[config.mk]
export PLATFORM = sky130hd
export DESIGN_NAME = rgmii_rx_decode
export DESIGN_NICKNAME = d
export VERILOG_FILES = /design/src/rtl/rgmii_rx_decode.sv
export SDC_FILE = /design/constraint.sdc
export NUM_CORES = 1
export LEC_CHECK = 0
export ABC_CLOCK_PERIOD_IN_PS = 3090
export CAP_MARGIN = 10
export CORE_MARGIN = 2
export CORE_UTILIZATION = 38
export DETAILED_ROUTE_END_ITERATION = 8
export GPL_TIMING_DRIVEN = 1
export SLEW_MARGIN = 10
export SYNTH_ARGS = -nofsm -noshare
export SYNTH_HDL_FRONTEND = slang
export SYNTH_SLANG_ARGS = --single-unit
[constraint.sdc]
create_clock -name clk -period 3.09 [get_ports clk]
set_clock_uncertainty 0.15 [all_clocks]
set_input_delay 0.309 -clock clk [delete_from_list [all_inputs] [get_ports clk]]
set_output_delay 0.309 -clock clk [all_outputs]
set_load 0.02 [all_outputs]
[src/rtl/rgmii_rx_decode.sv]
// RGMII receive decode: turns DDR sample pairs into a GMII byte stream with a clock-enable
// strobe, assembling nibbles at 10/100 and filtering in-band link status during idle.
module rgmii_rx_decode #(
    parameter int STATUS_FILTER = 4,
    parameter bit ENABLE_INBAND = 1'b1
) (
    input  logic       clk,
    input  logic       rst_n,
    input  logic [4:0] rgmii_q1,
    input  logic [4:0] rgmii_q2,
    input  logic [1:0] speed,
    output logic [7:0] gmii_rxd,
    output logic       gmii_rx_dv,
    output logic       gmii_rx_er,
    output logic       gmii_rx_ce,
    output logic       link_up,
    output logic [1:0] link_speed,
    output logic       link_full_duplex
);
    typedef enum logic [1:0] {IDLE = 2'd0, NIB_HI = 2'd1, NIB_LO = 2'd2} state_t;
    localparam logic [3:0] FILT = 4'(STATUS_FILTER);

    state_t     state;
    logic [1:0] mode_q, mode_eff;
    logic       toggle, seen_idle, lo_er;
    logic [3:0] lo_nib, cand, cnt, cnt_nxt;
    logic       dv, er, is_1g, match;

    assign dv = rgmii_q1[4];
    assign er = rgmii_q1[4] ^ rgmii_q2[4];

    // Speed is only taken on idle cycles, or while still skipping the tail of a frame
    // that was cut by reset, so a frame always finishes in the mode it started in.
    always_comb begin
        mode_eff = mode_q;
        if (state == IDLE && (!dv || !seen_idle))
            mode_eff = speed;
    end
    assign is_1g = mode_eff[1];

    always_ff @(posedge clk or negedge rst_n) begin
        if (!rst_n) begin
            state      <= IDLE;
            mode_q     <= 2'b10;
            toggle     <= 1'b0;
            seen_idle  <= 1'b0;
            lo_nib     <= 4'h0;
            lo_er      <= 1'b0;
            gmii_rxd   <= 8'h00;
            gmii_rx_dv <= 1'b0;
            gmii_rx_er <= 1'b0;
            gmii_rx_ce <= 1'b0;
        end else begin
            mode_q <= mode_eff;
            if (!dv)
                seen_idle <= 1'b1;
            if (is_1g) begin
                gmii_rxd   <= {rgmii_q2[3:0], rgmii_q1[3:0]};
                gmii_rx_dv <= dv;
                gmii_rx_er <= er;
                gmii_rx_ce <= 1'b1;
                toggle     <= 1'b0;
                state      <= IDLE;
            end else begin
                case (state)
                    IDLE: begin
                        if (dv && seen_idle) begin
                            lo_nib     <= rgmii_q1[3:0];
                            lo_er      <= er;
                            gmii_rx_ce <= 1'b0;
                            state      <= NIB_HI;
                        end else begin
                            gmii_rxd   <= 8'h00;
                            gmii_rx_dv <= 1'b0;
                            gmii_rx_er <= 1'b0;
                            gmii_rx_ce <= toggle;
                            toggle     <= ~toggle;
                        end
                    end
                    NIB_HI: begin
                        gmii_rx_dv <= 1'b1;
                        gmii_rx_ce <= 1'b1;
                        if (dv) begin
                            gmii_rxd   <= {rgmii_q1[3:0], lo_nib};
                            gmii_rx_er <= lo_er | er;
                            state      <= NIB_LO;
                        end else begin
                            // Odd nibble count: flush the half byte as an errored byte.
                            gmii_rxd   <= {4'h0, lo_nib};
                            gmii_rx_er <= 1'b1;
                            toggle     <= 1'b0;
                            state      <= IDLE;
                        end
                    end
                    NIB_LO: begin
                        gmii_rx_ce <= 1'b0;
                        if (dv) begin
                            lo_nib <= rgmii_q1[3:0];
                            lo_er  <= er;
                            state  <= NIB_HI;
                        end else begin
                            // The end-of-frame dv=0 strobe comes from IDLE next cycle,
                            // keeping strobes at least two cycles apart.
                            gmii_rx_dv <= 1'b0;
                            gmii_rx_er <= 1'b0;
                            toggle     <= 1'b1;
                            state      <= IDLE;
                        end
                    end
                    default: state <= IDLE;
                endcase
            end
        end
    end

    always_comb begin
        match   = (cnt != 4'd0) && (rgmii_q1[3:0] == cand);
        cnt_nxt = 4'd1;
        if (match)
            cnt_nxt = (cnt >= FILT) ? cnt : cnt + 4'd1;
    end

    always_ff @(posedge clk or negedge rst_n) begin
        if (!rst_n) begin
            cand             <= 4'h0;
            cnt              <= 4'd0;
            link_up          <= 1'b0;
            link_speed       <= 2'b00;
            link_full_duplex <= 1'b0;
        end else if (ENABLE_INBAND) begin
            if (dv || er) begin
                cnt <= 4'd0;
            end else begin
                cnt <= cnt_nxt;
                if (!match)
                    cand <= rgmii_q1[3:0];
                if (cnt_nxt == FILT) begin
                    link_up          <= rgmii_q1[0];
                    link_speed       <= rgmii_q1[2:1];
                    link_full_duplex <= rgmii_q1[3];
                end
            end
        end
    end
endmodule

# Word-level counts from Yosys, hierarchy flattened
# Cells that the tools add are included.
# W data, S select, Z words.
# word_totals
regBits,34
in_bits,14
out_inout_bits,15
# classes
add_sub_neg,1
magnitude_cmp,1
eq_ne,10
n_mux,33
n_bitwise,6
reduce_logical,18
# op_table
op,count
$mux W8,3
$mux W4,5
$pmux W8 S2,1
$mux W1,13
$pmux W1 S3,4
$ne A3 B3 Y1 const B,3
$mux W2,4
$pmux W4 S2,1
$reduce_and A4 Y1,2
$reduce_bool A4 Y1,2
$pmux W2 S3,1
$reduce_and A2 Y1,3
$add A4 B1 Y4 const B,1
$eq A4 B3 Y1 const B,1
$eq A4 B4 Y1,1
$ge A4 B3 Y1 const B,1
$not A1 Y1,4
$logic_and A1 B1 Y1,3
$ne A3 B2 Y1 const B,1
$reduce_and A3 Y1,1
$reduce_bool A3 Y1,1
$eq A2 B1 Y1 const B,1
$eq A2 B2 Y1 const B,1
$logic_not A1 Y1,2
other kinds (8),9

# Longest topological paths before layout
# logic_depth
ltp_word,6
ltp_mapped,8

# Worst setup path before layout
# No wires, ideal clock.
# synth_path
path_kind,register to register
start,register state[0]
end,register toggle
arrival_time_ps,1788
required_ps,2837
path_slack_ps,1049
stages_incl_launch_ff,8
n_path_buf,2
synth_period_minus_slack_ps,2041
path_cell_list,dfrtp_1 > inv_1 > ha_1 > buf_2 > a21boi_4 > mux2_4 > buf_6 > o41ai_2
# synth_between
elab_chain_cells,5
elab_cells_between_ends,12
cone_classes,eq/ne (5); mux (3); reduce/logical (4)
# synth_lines
item,line_no,text
start: declaration,23,state_t state;
start signal: assignment,43,state <= IDLE;
start signal: assignment,63,state <= IDLE;
start signal: assignment,71,state <= NIB_HI;
$logic_not A2 Y1 (*),36,if (state == IDLE && (!dv || !seen_idle))
$logic_and A1 B1 Y1 (*),36,
$mux W2 (*),36,
via mode_eff[1],24,"logic [1:0] mode_q, mode_eff;"
$ne A3 B3 Y1 (no line) or $reduce_bool A4 Y1 (tied branches),n/a,
$reduce_and A4 Y1 (no line),n/a,
end signal: assignment,77,toggle <= ~toggle;
end: declaration,25,"logic toggle, seen_idle, lo_er;"
# The timed path passes the listed nets; every way through them passes the cells marked *.
# A chain may end at the register's enable or synchronous reset.

# Worst setup path in the final report
# layout_path
start,register state[0]
end,register toggle
# layout_between
elab_chain_cells,5
elab_cells_between_ends,12
cone_classes,eq/ne (5); mux (3); reduce/logical (4)
# layout_lines
item,line_no
$logic_not A2 Y1,"36, 65"
$logic_and A1 B1 Y1,36
$mux W2,36
$ne A3 B3 Y1 (no line) or $reduce_bool A4 Y1 (tied branches),n/a
$reduce_and A4 Y1 (no line),n/a
# Parallel ways exist; a longest one is shown, timed or not.

==> results.yml <==
floorplan:
  initial_core_util: 0.395
  die_w_um: 71.5
  die_h_um: 71.5
  coreArea_mm2: 0.00438
  rows: 24
  ios: 29
  die_area_mm2: 0.00511
place:
  place_congestion: 0.764
  io_buffers: 27
  place_ws_ps: 622
  place.detailed.hpwl_um: 2540
finish:
  nets: 207
  drive_gt1_frac: 0.171
  num_antenna_cells: 0
  final_common_cell: "dfrtp_1"
  area_growth_syn_to_layout_pct: 25.5
  final_cell_mix: "dfrtp_1 (32), clkdlybuf4s50_1 (27), nand2_1 (13), inv_1 (9), mux2_2 (9)"
worst_setup_path:
  critical_path.max_fanout: 13
  crit_path_top_delay_cell: "mux2_4"
  worst-path-buf-inv: 1
  path_cells: "inv_1 -> ha_1 -> a21boi_4 -> mux2_4 -> o41ai_2"
  critPathTopFamily: "compound AO/OA/AOI/OAI gates"
  start_kind: "flip-flop"
  max_stage_delay_ps: 420
  rr_startpoint: "state[0]$_DFFE_PN0P_"
  cp-startpoint: "state[0]$_DFFE_PN0P_"
  required_ps: 3120
  worstSetupPathType: "reg -> reg"
  cp.arrival_ps: 2260
  worstSetupEndpointType: "flip-flop"
clocking:
  cts.sinks: 33
  cts.path.max_buffers: 2
  cts.clk_slew.worst_paths_ps: 70
  cts-resized-gates: 0
  cts_tree: "yes"
  htree_num_levels: 2
  cts_setup_buffers: 0
  hold_buffers: 0
  worstSkewPairLatency_ps: 280
  cts_root_buffer: "clkbuf_8"
  cts_buffers: 5
yosys:
  synth_edf_count: 0
  synth_top_area_cell: "dfrtp_1"
  synth_cell_type_count: 39
  yosys-top-cells-area: "dfrtp_1 (46%), mux2_2 (5.9%), ha_1 (5.1%)"
  synth.net_count: 175
  netlist_instances: 154
  synth_seq_area_share: 0.478
  synthArstFlopShare: 1.00
  syn-cell-area_mm2: 0.00173
  ys_ff_latch: 33
  yosysWarningCount: 0
  synthFlopType: "dfrtp_1"
  syn_area_per_cell_um2: 11.2
  synth_top_cell_area_share: 0.462
status:
  status: "finished, final reports clean"
route:
  num_vias: 1257
  drc_errors: 0
  drt-total-wl_um: 3500
  wl_per_cell_um: 14.6
  viasPerCell: 5.26
  detail-route-antenna-nets: 0
  firstDrtPassIters: 4
  drt_iter0_markers: 59
sta:
  setup_viol: 0
  hold_violations: 0
  post-route-period-util: 0.721
  finalCriticalPeriod_ps: 2230
  tns_ps: 0
  fin_hold_ws_ps: 275
  rsz0062_at_grt: "no"
  worstMarginPinSlew_ps: 494
  clock.fmax_mhz: 449
  finalMaxSlewViolations: 0
  layout_setup_ws_ps: 862
  relSlewSlack: 0.669
pwr:
  p_total_mw: 1.77
  ir_drop_mv: 0.302
  power.density_mw_per_mm2: 812
  power_leakage_nw: 0.942
global_route:
  grt_pass1_wl_um: 6420
  grt_use_total: 0.163
  first_global_vias: 1268
  grt_start_max_net_pins: 34
  antenna_found_initial: 0
  grt-ovfl-total: 0
run:
  maxCapViolations: 0
worst_hold_path:
  hp-class: "in -> async"
[cell type report]
| class | instances | area (um2) |
|---|---|---|
| Fill cell | 402 | 2210 |
| Multi-Input combinational cell | 108 | 846 |
| Sequential cell | 33 | 827 |
| Timing Repair Buffer | 29 | 285 |
| Clock buffer | 7 | 86.3 |
| Tap cell | 52 | 65.1 |
| Inverter | 9 | 33.8 |
| Clock inverter | 1 | 30.0 |
[metal layers]
| layer | share of wire | routed length (um) | track usage | up-vias |
|---|---|---|---|---|
| li1 | - | - | - | 611 |
| met5 | 0 | 0 | 0 | - |
| met4 | 0.017 | 59 | 0.0566 | 0 |
| met2 | 0.46 | 1600 | 0.246 | 28 |
| met3 | 0.042 | 148 | 0.0506 | 5 |
| met1 | 0.48 | 1690 | 0.221 | 613 |
[kinds of logic (layout without fill, tap and decap cells)]
group,count (synthesis),after routing,synth area share
muxes,20,20,0.137
xor gates and xnor gates,4,4,0.0202
and+or+nand+nor,41,41,0.138
buffers and inverters,13,46,0.0340
DFF,33,33,0.478
adders and majority gates,7,7,0.0506
AOI/OAI and AO/OA,36,36,0.143
[sequential cells by signal, indices dropped and copies added (netlist names)]
signal,count
cand,4
cnt,4
gmii_rx_ce,1
gmii_rx_dv,1
gmii_rx_er,1
gmii_rxd,8
link_full_duplex,1
link_speed,2
link_up,1
lo_er,1
lo_nib,4
mode_q,1
seen_idle,1
state,2
toggle,1
[metrics by stage]
stage	instance area, um2	cells	utilization
2_1_floorplan	1730	154	-
3_3_place_gp	2060	231	0.469
3_5_place_dp	2060	231	0.469
4_1_cts	2170	239	0.496
5_1_grt	2170	239	0.496
6_report	2170	239	0.496
[final timing paths]
path / depth (start not counted) / to / slack (ps)
worst max-delay path: 5 / toggle$_DFFE_PN0P_ / 860
max in group asynchronous: 2 / mode_q[1]$_DFF_PN1_ / 2180
worst max register to register: 5 / toggle$_DFFE_PN0P_ / 860
worst min register to register: 2 / gmii_rxd[1]$_DFFE_PN0P_ / 330
worst min-delay path: 2 / gmii_rxd[0]$_DFFE_PN0P_ / 280
min in group clk: 2 / gmii_rxd[1]$_DFFE_PN0P_ / 330
[power breakdown]
part / internal, mW / total (mW) / switching (mW)
sequential: 0.565 / 0.642 / 0.0771
clock: 0.263 / 0.419 / 0.156
combinational: 0.345 / 0.704 / 0.360
total: 1.17 / 1.77 / 0.593
[synthesized netlist by cell type, drive strengths merged, types with 2 or more instances]
| cell type | instances |
|---|---|
| nor3 | 2 |
| nor2b | 4 |
| dfrtp | 32 |
| inv | 9 |
| o21ai | 15 |
| mux2 | 14 |
| a22oi | 4 |
| or2b | 2 |
| nand2 | 13 |
| buf | 3 |
| xor2 | 4 |
| and2 | 4 |
| o31ai | 2 |
| nand3b | 2 |
| mux2i | 6 |
| ha | 7 |
| nor2 | 7 |
| a21oi | 6 |
[worst register-to-register path: cells and delay by family, from the launching register on]
family | cells | cell delay (ps)
AOI/OAI and AO/OA | 2 | 690
adders and majority gates | 1 | 360
DFF | 1 | 410
muxes | 1 | 420
buffers and inverters | 1 | 90
(Power assumes the default switching activity.)
